[src/rtl/ltc2600_pkg.sv]
// Shared command codes, address width and sequencer state encoding for the LTC2600 path.
// Latency: n/a (constants and types only).
// Backpressure: n/a.
package ltc2600_pkg;

    // LTC2600 command nibbles
    localparam logic [3:0] WRITE_TO_REG_N       = 4'b0000;
    localparam logic [3:0] POWER_UP_REG_N       = 4'b0001;
    localparam logic [3:0] WRITE_TO_N_POWER_ALL = 4'b0010;
    localparam logic [3:0] WRITE_TO_N_POWER_N   = 4'b0011;
    localparam logic [3:0] POWER_DOWN_N         = 4'b0100;
    localparam logic [3:0] NO_OPERATION         = 4'b1111;

    // Width of the address field in the serial frame
    localparam int DAC_ADDR_W = 4;

    typedef enum logic [1:0] {
        ST_IDLE = 2'd0,
        ST_WAIT = 2'd1,
        ST_GAP  = 2'd2
    } seq_state_t;

endpackage

[src/rtl/rr_arbiter.sv]
// Round-robin pick: first set request strictly after ptr, wrapping modulo N.
// Latency: combinational.
// Backpressure: none; the caller decides whether to act on the grant.
module rr_arbiter #(
    parameter int N = 8
) (
    input  logic [N-1:0]         req,
    input  logic [$clog2(N)-1:0] ptr,
    output logic [$clog2(N)-1:0] grant_idx,
    output logic                 grant_valid
);

    localparam int W = $clog2(N);

    logic [W-1:0] idx;

    // Walk offsets from farthest to nearest so the nearest pending channel wins last.
    // Offset N truncates to 0, i.e. ptr itself is considered with the lowest priority.
    always_comb begin
        grant_idx   = '0;
        grant_valid = 1'b0;
        idx         = '0;
        for (int i = N; i >= 1; i--) begin
            idx = ptr + W'(i);
            if (req[idx]) begin
                grant_idx   = idx;
                grant_valid = 1'b1;
            end
        end
    end

endmodule

[src/rtl/ltc2600_sequencer.sv]
// Per-channel shadow/pending store feeding the LTC2600 writer one transaction at a time, round-robin.
// Latency: request sampled at edge E (idle, enabled) -> dac_send_new_cmd at E+1; one GAP cycle after each completion.
// Backpressure: only one transaction in flight; new requests coalesce in the shadow until issued; WAIT bounded by timeout.
module ltc2600_sequencer
    import ltc2600_pkg::*;
#(
    parameter int DATA_WIDTH     = 16,
    parameter int NUM_CH         = 8,
    parameter int TIMEOUT_CYCLES = 64
) (
    input  logic                        clk,
    input  logic                        rstn,
    input  logic                        enable,
    input  logic                        cfg_wr_en,
    input  logic [$clog2(NUM_CH)-1:0]   cfg_ch,
    input  logic [DATA_WIDTH-1:0]       cfg_data,
    input  logic                        cfg_pd_en,
    input  logic                        clear_err,
    input  logic [$clog2(NUM_CH)-1:0]   rd_ch,
    output logic [DATA_WIDTH-1:0]       rd_data,
    output logic                        dac_send_new_cmd,
    output logic [3:0]                  dac_command,
    output logic [DAC_ADDR_W-1:0]       dac_address,
    output logic [DATA_WIDTH-1:0]       dac_data,
    input  logic                        dac_write_complete,
    output logic                        busy,
    output logic [NUM_CH-1:0]           wr_pending,
    output logic [NUM_CH-1:0]           pd_pending,
    output logic                        timeout_err
);

    localparam int CH_W  = $clog2(NUM_CH);
    localparam int CNT_W = $clog2(TIMEOUT_CYCLES);
    localparam logic [CNT_W-1:0] CNT_LAST = CNT_W'(TIMEOUT_CYCLES - 1);

    seq_state_t              state;
    logic [CH_W-1:0]         rr_ptr;
    logic [CNT_W-1:0]        cnt;
    logic [DATA_WIDTH-1:0]   shadow [NUM_CH];
    logic [CH_W-1:0]         grant_idx;
    logic                    grant_valid;
    logic                    issue;
    logic                    timeout_hit;

    rr_arbiter #(
        .N (NUM_CH)
    ) u_arb (
        .req         (wr_pending | pd_pending),
        .ptr         (rr_ptr),
        .grant_idx   (grant_idx),
        .grant_valid (grant_valid)
    );

    assign issue       = (state == ST_IDLE) && enable && grant_valid;
    assign timeout_hit = (state == ST_WAIT) && !dac_write_complete && (cnt == CNT_LAST);
    assign busy        = (state != ST_IDLE);
    assign rd_data     = shadow[rd_ch];

    // Capture cfg strobes into shadow/pending; a strobe in the issue cycle overrides the clear.
    always_ff @(posedge clk or negedge rstn) begin
        if (!rstn) begin
            wr_pending <= '0;
            pd_pending <= '0;
            for (int i = 0; i < NUM_CH; i++) begin
                shadow[i] <= '0;
            end
        end else begin
            if (issue) begin
                wr_pending[grant_idx] <= 1'b0;
                pd_pending[grant_idx] <= 1'b0;
            end
            if (cfg_wr_en) begin
                shadow[cfg_ch]     <= cfg_data;
                wr_pending[cfg_ch] <= 1'b1;
                pd_pending[cfg_ch] <= 1'b0;
            end else if (cfg_pd_en) begin
                pd_pending[cfg_ch] <= 1'b1;
                wr_pending[cfg_ch] <= 1'b0;
            end
        end
    end

    // Issue / wait / gap sequencing and the registered writer-facing outputs.
    always_ff @(posedge clk or negedge rstn) begin
        if (!rstn) begin
            state            <= ST_IDLE;
            rr_ptr           <= CH_W'(NUM_CH - 1);
            cnt              <= '0;
            dac_send_new_cmd <= 1'b0;
            dac_command      <= NO_OPERATION;
            dac_address      <= '0;
            dac_data         <= '0;
        end else begin
            dac_send_new_cmd <= 1'b0;
            case (state)
                ST_IDLE: begin
                    if (issue) begin
                        rr_ptr           <= grant_idx;
                        cnt              <= '0;
                        dac_send_new_cmd <= 1'b1;
                        dac_address      <= DAC_ADDR_W'(grant_idx);
                        if (wr_pending[grant_idx]) begin
                            dac_command <= WRITE_TO_N_POWER_N;
                            dac_data    <= shadow[grant_idx];
                        end else begin
                            dac_command <= POWER_DOWN_N;
                            dac_data    <= '0;
                        end
                        state <= ST_WAIT;
                    end
                end
                ST_WAIT: begin
                    if (dac_write_complete || (cnt == CNT_LAST)) begin
                        state <= ST_GAP;
                    end else begin
                        cnt <= cnt + 1'b1;
                    end
                end
                ST_GAP: begin
                    state <= ST_IDLE;
                end
                default: begin
                    state <= ST_IDLE;
                end
            endcase
        end
    end

    // Sticky timeout flag; a timeout in the same cycle as clear_err keeps it set.
    always_ff @(posedge clk or negedge rstn) begin
        if (!rstn) begin
            timeout_err <= 1'b0;
        end else if (timeout_hit) begin
            timeout_err <= 1'b1;
        end else if (clear_err) begin
            timeout_err <= 1'b0;
        end
    end

endmodule

[config.mk]
export PLATFORM = sky130hd
export DESIGN_NAME = ltc2600_sequencer
export DESIGN_NICKNAME = d
export VERILOG_FILES = /design/src/rtl/ltc2600_pkg.sv /design/src/rtl/rr_arbiter.sv /design/src/rtl/ltc2600_sequencer.sv
export SDC_FILE = /design/constraint.sdc
export NUM_CORES = 1
export LEC_CHECK = 0
export CORE_MARGIN = 2
export CORE_UTILIZATION = 60
export CTS_CLUSTER_SIZE = 14
export DETAILED_ROUTE_END_ITERATION = 12
export GPL_TIMING_DRIVEN = 0
export MAX_ROUTING_LAYER = met4
export PLACE_DENSITY_LB_ADDON = 0.2
export SETUP_SLACK_MARGIN = 0.3
export SLEW_MARGIN = 20
export SYNTH_ARGS = -nofsm -noshare
export SYNTH_HDL_FRONTEND = slang
export SYNTH_HIERARCHICAL = 1
export SYNTH_SLANG_ARGS = --single-unit
[constraint.sdc]
create_clock -name clk -period 9.55 [get_ports clk]
set_input_delay 1.4325 -clock clk [delete_from_list [all_inputs] [get_ports clk]]
set_output_delay 1.4325 -clock clk [all_outputs]
set_load 0.01 [all_outputs]
# == Yosys cells after proc, flatten, opt, wreduce, memory -nomap -nowiden ==
# Cells that the tools add are included.
# Widths: inputs -> output; s select.
# word_totals
regBits,180
latch_bits,0
mem_bits_rw,0
mem_bits_ro,0
in_bits,29
out_inout_bits,59
wordCells,140
memories,0
# classes
n_addsub,8
n_mul,0
div_mod_pow,0
order_cmp,16
eq_ne,5
shifts,0
muxes,65
n_bitwise,12
reduce_logical,16
# op_table
operator,count
$bwmux 128,1
$bmux 16 s3,2
$mux 16,6
$demux 16 s3,1
$mux 8,6
$lt 3x4->1 const B,10
$and 8x8->8,4
$bmux 1 s3,9
$mux 3,9
$or 8x8->8,3
$mux 1,23
$not 8->8,2
$add 3x3->3 const B,4
$ge 4x4->1 const B,3
$mux 6,2
$not 3->4,3
$pmux 6 s2,1
$logic_and 1x1->1,7
$add 3x2->3 const B,2
$add 6x1->6 const B,1
$demux 1 s3,2
$eq 6x6->1 const B,1
$ge 3x1->1 const B,2
$reduce_bool 2->1,3
12 further kinds,15

# == Depth between registers and ports, before layout ==
# logic_depth
depth_word,21
mapped_depth,16
depth_no_buf,11

# == By module ==
# The synthesis kept the hierarchy.
# modules_own_cells
module,n_inst,cells_each,area_each_um2,seq_area_each_um2
ltc2600_sequencer,1,613,9296.4,4486.8
rr_arbiter,1,77,674.4,0.0

# == Worst setup path before layout ==
# No wires, ideal clock.
# synth_timing
kind,input to output
from,input port rd_ch[0]
to,output port rd_data[10]
arrival_time_ps,2503
required_ps,8117
slack_ps,5615
path_stages,4
path_buffers,2
cell_sequence,buf_6 buf_6 mux4_1 mux2_2
# synth_between
elab_chain_len,4
# synth_rtl
item,line,source
start: declaration,ltc2600_sequencer.sv:19,"input logic [$clog2(NUM_CH)-1:0] rd_ch,"
$not 3->4 (implied by the code),ltc2600_sequencer.sv:57,assign rd_data = shadow[rd_ch];
$bmux 16 s3,ltc2600_sequencer.sv:57,
$mux 16 (implied by the code) (2 in a row),ltc2600_sequencer.sv:57,
end: declaration,ltc2600_sequencer.sv:20,"output logic [DATA_WIDTH-1:0] rd_data,"
# No other way between the ends. The select of a mux whose other input is x is not followed.

# == Worst setup path in the final report ==
# layout_timing
from,input port rd_ch[1]
to,output port rd_data[13]
# Same word-level chain as after synthesis.

==> impl_metrics.json <==
{
  "status": "completed",
  "finalCritPeriodShare_pct": 56.17,
  "clock-sinks": 179,
  "timing.critical_path.mode_cell": "clkdlybuf4s50_1",
  "leakagePower_nw": 5.049,
  "crit_chain": "clkdlybuf4s50_1, clkbuf_1, mux4_1, mux2_2, clkdlybuf4s50_1",
  "crit_arrival_ns": 3.93,
  "grt_util_all_layers_pct": 30.40,
  "vias": 6655,
  "syn_nets": 722,
  "synthXorXnorAreaFrac_pct": 0.2635,
  "die_area_mm2": 0.01767,
  "fmax_mhz": 186.4,
  "synth_edf_count": 0,
  "antenna_found_initial": 0,
  "grt_first_pass_wirelength_um": 39080,
  "power.density_mw_per_mm2": 420.9,
  "finalClockSkew_ns": 0.008383,
  "avgSynthCellArea_um2": 14.45,
  "finalWorstSetupSlack_ns": 4.186,
  "overflow": 0,
  "top_level_ports": 88,
  "max-clock-path-buffers": 2,
  "slew_viol_final": 0,
  "post_layout_nonfiller_instances": 1028,
  "core_mm2": 0.01641,
  "synthFlopType": "dfrtp_1",
  "portBuffers": 83,
  "die_x_um": 132.9,
  "ir_drop_mv": 0.3519,
  "r2r-end": "dac_data[10]$_DFFE_PN0P_",
  "grt_pass1_vias": 6772,
  "dp.cells": 995,
  "reg2reg_depth": 15,
  "syn-cell-area_mm2": 0.009971,
  "holdBufCountCts": 0,
  "drt-total-wl_um": 25010,
  "setup_viol": 0,
  "tns_ns": 0,
  "clkLatencyLatePin_ns": 0.43,
  "n_fill_cell": 1088,
  "max_stage_delay_ns": 0.68,
  "end_kind": "primary output",
  "relSlewSlack_pct": 43.08,
  "ys_seq_area_share_pct": 45.00,
  "start_util_pct": 60.77,
  "path_class": "primary input to primary output",
  "drtIter0Drc": 586,
  "fin_nets": 826,
  "synth.distinct_cells": 60,
  "place_ws_ns": 4.248,
  "htreeDepth": 4,
  "synth_fa_ha_area_share_pct": 0.3765,
  "die_h_um": 132.9,
  "postCtsSetupBuffers": 0,
  "vias_per_cell": 6.474,
  "ant_nets": 0,
  "cts_made_buffers": 17,
  "drv_cap": 0,
  "hold_depth": 2,
  "cp_max_fo": 10,
  "crit_path_start_kind": "primary input",
  "regArea_mm2": 0.004487,
  "timing.hold.ws_ns": 0.4614,
  "clkTransAtPathRegs_ns": 0.06,
  "synth_top_family_by_area": "multiplexers",
  "grt_max_degree": 93,
  "ff2ff_setup_slack_ns": 4.87,
  "cts-root-buf": "clkbuf_16",
  "worstPathRequired_ns": 8.12,
  "synthMuxAreaShare_pct": 38.22,
  "rsz0062_at_grt": "no",
  "whs_endpoint": "rr_ptr[2]$_DFFE_PN1P_",
  "cts_resized": 0,
  "dp_hpwl_um": 16930,
  "syn_inst": 690,
  "hp-start": "rr_ptr[2]$_DFFE_PN1P_",
  "synth-async-reset-ratio_pct": 100.0,
  "wire_per_inst_um": 24.33,
  "cp_top_family": "buffers and inverters",
  "synth.yosys.warnings": 6,
  "slowest_stage": "clkbuf_1",
  "period_needed_ns": 5.364,
  "worst-path-buf-inv": 3,
  "rows": 47,
  "synth-simple-area-share_pct": 7.379,
  "finalHoldViolations": 0,
  "r2r_start": "rr_ptr[1]$_DFFE_PN1P_",
  "synth_compound_area_share_pct": 4.656,
  "min_path_type": "flop to flop",
  "area_growth_pct": 17.22,
  "gp_congestion": 0.8539,
  "cts_tree": "done",
  "synth_seq_cells": 179,
  "drc_errors": 0,
  "worst_slew_pin_slew_ns": 0.8538,
  "dr.pass1.iters": 4,
  "drive_above_1_share_pct": 36.93,
  "multi_input_comb_area_mm2": 0.005079
}
## how the worst max path moves through the flow
stage          startpoint                      to  cells past startpoint
6_report         rd_ch[1]             rd_data[13]                      5
3_3_place_gp         rstn  shadow[10]$_DFFE_PN0P_                      1
3_5_place_dp     rd_ch[1]             rd_data[13]                      5
4_1_cts          rd_ch[1]             rd_data[13]                      5
2_1_floorplan    rd_ch[0]             rd_data[10]                      4
5_1_grt          rd_ch[1]              rd_data[5]                      5
## through the flow
| stage | utilization (%) | total power [W] | cell area [um^2] |
|---|---|---|---|
| finish | 71.23 | 0.004920 | 11690 |
| CTS | 71.22 | 0.004919 | 11690 |
| floorplan | - | 0.003357 | 9971 |
| global route | 71.22 | 0.005182 | 11690 |
| global placement | 67.51 | 0.004182 | 11080 |
| detailed placement | 67.88 | 0.004238 | 11140 |
## cells by family after synthesis
group | Yosys count
compound gates | 72
xor+xnor | 3
fa+ha+maj | 3
mux | 248
buf+inv | 54
flops | 179
simple gates | 130
other cells | 1
## synth_stat cells (all sizes together) (4+ instances only)
master,instances,share of area (%)
a31oi,4,0.25
a31o,4,0.35
nand2b,5,0.39
mux2,153,19
nor3b,4,0.35
nor2,8,0.30
nor2b,7,0.44
dfstp,6,1.6
inv,8,0.30
nor3,5,0.48
mux2i,23,2.3
mux4,72,17
dfrtp,173,43
nand2,57,2.1
clkbuf,7,0.28
buf,39,3.5
a21boi,4,0.30
o21ai,27,1.4
a21oi,9,0.45
or2,10,0.63
nand3,22,1.2
## per-layer routing
metal  up-vias  share of wire [%]  GRT usage, %
met5         -                  0             -
met4         0                2.1         9.200
met3        49                6.0         5.172
met2       247                 50         48.99
met1      3505                 42         40.13
li1       2854                  -             -
## worst min-delay path, cell delays in order, from the launching register on
cell and delay, ns:
dfstp_2 0.37, nand2_1 0.05, nand2_1 0.05
## flip-flops by register name, indices dropped and copies added (netlist names)
register and count:
cnt 6, dac_address 3, dac_command 3, dac_data 16, dac_send_new_cmd 1, pd_pending 8, rr_ptr 3, shadow 128
state 2, timeout_err 1, wr_pending 8
## report_power, final
group | switching (W) | internal (W) | total, W | leakage [nW]
Clock | 0.000298 | 0.000354 | 0.000652 | 0.266
Sequential | 0.000163 | 0.000972 | 0.00114 | 2.18
Combinational | 0.00157 | 0.00156 | 0.00313 | 2.60
Total | 0.00203 | 0.00289 | 0.00492 | 5.05
## cell type report
type,count,area share (%)
Multi-Input combinational cell,457,43.45
Sequential cell,179,38.39
Timing Repair Buffer,85,7.622
Clock buffer,21,4.025
Buffer,46,3.212
Tap cell,220,2.355
Clock inverter,11,0.6637
Inverter,8,0.2569
Antenna cell,1,0.02141
## cell usage in the layout (no fill, tap or decap), types with 12 or more instances in the layout
master,count
mux2_2,119
buf_6,20
o21ai_1,12
clkdlybuf4s50_1,82
dfrtp_1,173
mux4_2,42
o21ai_0,15
mux2i_1,23
nand2_1,57
clkbuf_16,17
mux4_1,30
mux2_4,33
nand3_1,21
Power figures use the tool's default switching activity.
